==> config.mk <==
export PLATFORM = sky130hd
export DESIGN_NAME = hls_start_seq
export DESIGN_NICKNAME = d
export VERILOG_FILES = /design/src/rtl/hls_start_pkg.sv /design/src/rtl/hls_start_chan.sv /design/src/rtl/hls_start_seq.sv
export SDC_FILE = /design/constraint.sdc
export NUM_CORES = 1
export LEC_CHECK = 0
export CELL_PAD_IN_SITES_DETAIL_PLACEMENT = 1
export CELL_PAD_IN_SITES_GLOBAL_PLACEMENT = 1
export CORE_MARGIN = 2
export CORE_UTILIZATION = 42
export CTS_CLUSTER_SIZE = 24
export DETAILED_ROUTE_END_ITERATION = 12
export PLACE_DENSITY = 0.94
export SETUP_SLACK_MARGIN = 0.1
export SYNTH_ARGS = -nofsm -noshare
export SYNTH_HDL_FRONTEND = slang
export SYNTH_SLANG_ARGS = --single-unit
==> constraint.sdc <==
create_clock -name clk -period 2 [get_ports clk]
set_input_delay 0.2 -clock clk [delete_from_list [all_inputs] [get_ports clk]]
set_output_delay 0.2 -clock clk [all_outputs]
set_load 0.005 [all_outputs]
==> src/rtl/hls_start_pkg.sv <==
// ============================================================================
// hls_start_pkg : shared types, mode constants and width helper for the
//                 HLS start sequencer.
// Revision      : 1.0
// ============================================================================
`default_nettype none

package hls_start_pkg;

    typedef enum logic [1:0] {
        ST_WAIT  = 2'd0,
        ST_START = 2'd1,
        ST_RUN   = 2'd2,
        ST_DONE  = 2'd3
    } chan_state_t;

    localparam int MODE_LEVEL = 0;
    localparam int MODE_HS    = 1;

    // Bits needed to hold values 0..v-1, never less than one.
    function automatic int clog2w(input int unsigned v);
        int w;
        w = 1;
        while ((32'd1 << w) < v) w++;
        return w;
    endfunction

endpackage

`default_nettype wire

==> src/rtl/hls_start_chan.sv <==
// ============================================================================
// hls_start_chan : per-channel ap_start FSM (level or ap_ctrl_hs handshake).
// Revision       : 1.0
// ============================================================================
`default_nettype none

module hls_start_chan
    import hls_start_pkg::*;
#(
    parameter int MODE = MODE_LEVEL
) (
    input  logic        clk,
    input  logic        rst_n,
    input  logic        go,
    input  logic        ap_ready,
    input  logic        ap_done,
    input  logic        auto_restart,
    output logic        ap_start,
    output chan_state_t state
);

    chan_state_t r_state;
    chan_state_t w_next;

    always_ff @(posedge clk or negedge rst_n) begin
        if (!rst_n) r_state <= ST_WAIT;
        else        r_state <= w_next;
    end

    always_comb begin
        w_next = r_state;
        case (r_state)
            ST_WAIT:  if (go) w_next = ST_START;
            // Level mode never leaves START; handshake waits for ap_ready.
            ST_START: if ((MODE == MODE_HS) && ap_ready) w_next = ST_RUN;
            ST_RUN:   if (ap_done) w_next = auto_restart ? ST_START : ST_DONE;
            ST_DONE:  w_next = ST_DONE;
            default:  w_next = ST_WAIT;
        endcase
    end

    always_comb begin
        ap_start = (r_state == ST_START);
        state    = r_state;
    end

endmodule

`default_nettype wire

==> src/rtl/hls_start_seq.sv <==
// ============================================================================
// hls_start_seq : staggered post-reset ap_start sequencer for NUM_CH HLS cores.
//                 Optional start counter when HLS_START_SEQ_STATS_EN is defined.
// Revision      : 1.0
// ============================================================================
`default_nettype none

module hls_start_seq
    import hls_start_pkg::*;
#(
    parameter int NUM_CH     = 4,
    parameter int INIT_DELAY = 3,
    parameter int STAGGER    = 2,
    parameter int MODE       = MODE_LEVEL
) (
    input  logic              clk,
    input  logic              rst_n,
    input  logic              enable,
    input  logic              auto_restart,
    input  logic [NUM_CH-1:0] ap_ready,
    input  logic [NUM_CH-1:0] ap_done,
`ifdef HLS_START_SEQ_STATS_EN
    output logic [15:0]       start_cnt,
`endif
    output logic [NUM_CH-1:0] ap_start,
    output logic              all_started,
    output logic              busy
);

    localparam int c_t_last = INIT_DELAY + (NUM_CH - 1) * STAGGER + 1;
    localparam int c_cnt_w  = clog2w(c_t_last + 1);

    logic [c_cnt_w-1:0] r_cnt;
    logic [NUM_CH-1:0]  w_go;
    chan_state_t        w_state [NUM_CH];
    logic               r_all_started;
    logic               w_none_wait;

    // Saturates one past the last threshold so no compare can fire twice.
    always_ff @(posedge clk or negedge rst_n) begin
        if (!rst_n)
            r_cnt <= '0;
        else if (enable && (r_cnt != c_cnt_w'(c_t_last)))
            r_cnt <= r_cnt + 1'b1;
    end

    for (genvar i = 0; i < NUM_CH; i++) begin : g_ch
        localparam int c_thr = INIT_DELAY + i * STAGGER;

        assign w_go[i] = enable && (r_cnt == c_cnt_w'(c_thr));

        hls_start_chan #(
            .MODE (MODE)
        ) u_chan (
            .clk          (clk),
            .rst_n        (rst_n),
            .go           (w_go[i]),
            .ap_ready     (ap_ready[i]),
            .ap_done      (ap_done[i]),
            .auto_restart (auto_restart),
            .ap_start     (ap_start[i]),
            .state        (w_state[i])
        );
    end

    always_comb begin
        w_none_wait = 1'b1;
        busy        = 1'b0;
        for (int k = 0; k < NUM_CH; k++) begin
            if (w_state[k] == ST_WAIT) w_none_wait = 1'b0;
            if ((w_state[k] == ST_START) || (w_state[k] == ST_RUN)) busy = 1'b1;
        end
    end

    always_ff @(posedge clk or negedge rst_n) begin
        if (!rst_n) r_all_started <= 1'b0;
        else        r_all_started <= r_all_started | w_none_wait;
    end

    assign all_started = r_all_started;

`ifdef HLS_START_SEQ_STATS_EN
    logic [NUM_CH-1:0] w_enter;
    logic [4:0]        w_pop;
    logic [16:0]       w_sum;
    logic [15:0]       r_start_cnt;

    // Mirrors the channel transitions into START so they count on the same edge.
    always_comb begin
        w_pop = '0;
        for (int k = 0; k < NUM_CH; k++) begin
            w_enter[k] = ((w_state[k] == ST_WAIT) && w_go[k]) ||
                         ((MODE == MODE_HS) && (w_state[k] == ST_RUN) &&
                          ap_done[k] && auto_restart);
            w_pop = w_pop + 5'(w_enter[k]);
        end
        w_sum = {1'b0, r_start_cnt} + 17'(w_pop);
    end

    always_ff @(posedge clk or negedge rst_n) begin
        if (!rst_n)
            r_start_cnt <= '0;
        else
            r_start_cnt <= w_sum[16] ? 16'hFFFF : w_sum[15:0];
    end

    assign start_cnt = r_start_cnt;
`endif

endmodule

`default_nettype wire

==> impl_metrics.ini <==
[synth]
yosysWarnings = 0
synth-seq-cells = 13
syn_area_um2 = 912
syn-num-nets = 115
syn_inst = 84
synth_top_area_share = 0.357
synth_cell_types = 17
synthTopCellsByArea = dfrtp_1 36%, ha_1 26%, a221oi_2 6.6%
synth_largest_area_cell = dfrtp_1
ys_seq_area_frac = 0.357
synth_ff_type = dfrtp_1
synth_commonest_cells = 19 x ha_1, 16 x inv_1, 13 x dfrtp_1
synth_edf_count = 0
synth.most_common_cell = ha_1
avgSynthCellArea_um2 = 10.9
async_flop_share = 1.00

[critical_path]
path_class = reg -> out
cp_data_arrival_time_ns = 1.63
required_ns = 1.80
critPathLaunch = g_ch[0].u_chan.state[0]
r2r_setup_slack_ns = 0.53
end_kind = output port
cp-start-kind = flip-flop
timing.rr.start = r_cnt[0]
crit_path_max_fanout = 2

[pwr]
power_density_nw_per_um2 = 615
vdd_drop_max_mv = 0.402
leakagePower_nw = 0.559

[sta]
max_slew.worst_pin.slew_ns = 0.643
max_freq_mhz = 547
finClkSkew_ns = 0.00216
relSlewSlack = 0.570
fin_tns_setup_ns = 0
rsz0062_at_grt = no
drv_slew = 0
final-hold-violation-count = 0
hold_ws_ns = 0.323
finalCritPeriodShare = 0.915
setup_viol = 0
timing.final.crit_period_ns = 1.83

[detailed_routing]
drt_first_iter_violations = 3
wire_per_inst_um = 14.6
ant_nets = 0
vias = 664
drc = 0
post_drt_via_cell_ratio = 5.03
drt-total-wl_um = 1920
drtPass1Iterations = 2

[die]
die-area_um2 = 2560
coreArea_um2 = 2000
initial_core_util = 0.456
io_pins = 18
die_w_um = 50.6
die_h_um = 50.6
rows = 16

[clocking]
clk_pin_slew_ns = 0.08
cts_root_buffer = clkbuf_4
h-tree-depth = 1
worst_skew_pair.late_latency_ns = 0.27
clockBufferDepth = 2
cts_sinks = 13
cts-buffers-inserted = 3
cts_tree = done

[final_layout]
seq_area_um2 = 325
multi_input_area_um2 = 497
n_antenna_cell = 0
finalNonFillerCells = 132
n_fill_cell = 223
nNetsFinal = 137
drive_gt1_frac = 0.219
area_growth_pct = 23.6

[grt]
grt_pass1_wl_um = 3170
grt_pass1_vias = 710
grt.total_usage = 0.165
gr-total-overflow = 0
grt_max_degree = 14
antenna_found_initial = 0

[placement]
routabilityCongestion = 0.720
hpwl_um = 1410
numPortBuffers = 13
dp.cells = 120

[status]
status = complete, no violations

[worst_hold_path]
hold_path.class = in -> async

[flow_run]
max-cap-violations = 0
[registers in the layout (all words and copies together), names as in the netlist]
signal,flops
all_started,1
g_ch.u_chan.state,8
r_cnt,4
[placed cells by master (no fill, tap or decap), types with 3 or more instances in the layout]
cell and count:
a21oi_1 4, a221oi_2 4, buf_4 8, clkbuf_4 3, clkdlybuf4s50_1 12, dfrtp_1 13, ha_1 19, inv_1 13
inv_2 3, mux2i_1 5, nand2_1 3, nand4b_1 3, or2_2 4
[cell type report]
class,count,area share
Multi-Input combinational cell,51,0.441
Sequential cell,13,0.289
Timing Repair Buffer,21,0.164
Inverter,16,0.0533
Tap cell,27,0.0300
Clock buffer,4,0.0233
[worst paths after layout]
check | cells past startpoint | endpoint
worst max-delay path | 4 | busy
worst min-delay path | 1 | g_ch[3].u_chan.state[1]
worst max register to register | 4 | g_ch[0].u_chan.state[1]
worst min register to register | 2 | all_started
max in group asynchronous | 1 | g_ch[1].u_chan.state[0]
min in group clk | 2 | all_started
[layer usage]
layer / part of all wire / GRT usage / vias up
met5: 0 / 0 / -
li1: - / - / 325
met3: 0.031 / 0.0357 / 0
met4: 0 / 0.0405 / 0
met1: 0.43 / 0.195 / 329
met2: 0.54 / 0.300 / 10
[per-stage QoR]
stage                util  cell area [um^2]  worst slack, ns  total power [mW]
detailed placement  0.523              1050           0.0829             0.541
global route        0.563              1130           0.0687             0.753
global placement    0.523              1050           0.0951             0.526
CTS                 0.556              1110            0.179             0.709
floorplan               -               912            0.583             0.478
finish              0.563              1130            0.171             0.693
[critical path: stages (launching register included)]
cell and delay (ns):
dfrtp_1 0.37, inv_1 0.08, ha_1 0.28, or4_1 0.49
buf_2 0.14
[logic make-up (layout without fill, tap and decap cells)]
kind of cell / count (synthesis) / in the layout / synth area share
fa+ha+maj: 19 / 19 / 0.261
compound gates: 11 / 11 / 0.108
flops: 13 / 13 / 0.357
mux: 5 / 5 / 0.0549
simple gates: 14 / 14 / 0.102
buf+inv: 20 / 41 / 0.0988
xor+xnor: 2 / 2 / 0.0192
[repair_timing]
action,4_1_cts,5_1_grt
endpoints found under the setup margin,1,1
buffers inserted,6,2
gates cloned,0,0
resized for setup,7,0
hold buffers,0,0
[power breakdown]
group	internal (mW)	total, mW	switching [mW]
registers	0.305	0.368	0.0627
logic	0.0877	0.166	0.0779
clock network	0.0771	0.160	0.0825
total	0.470	0.693	0.223
(Power assumes the default switching activity.)
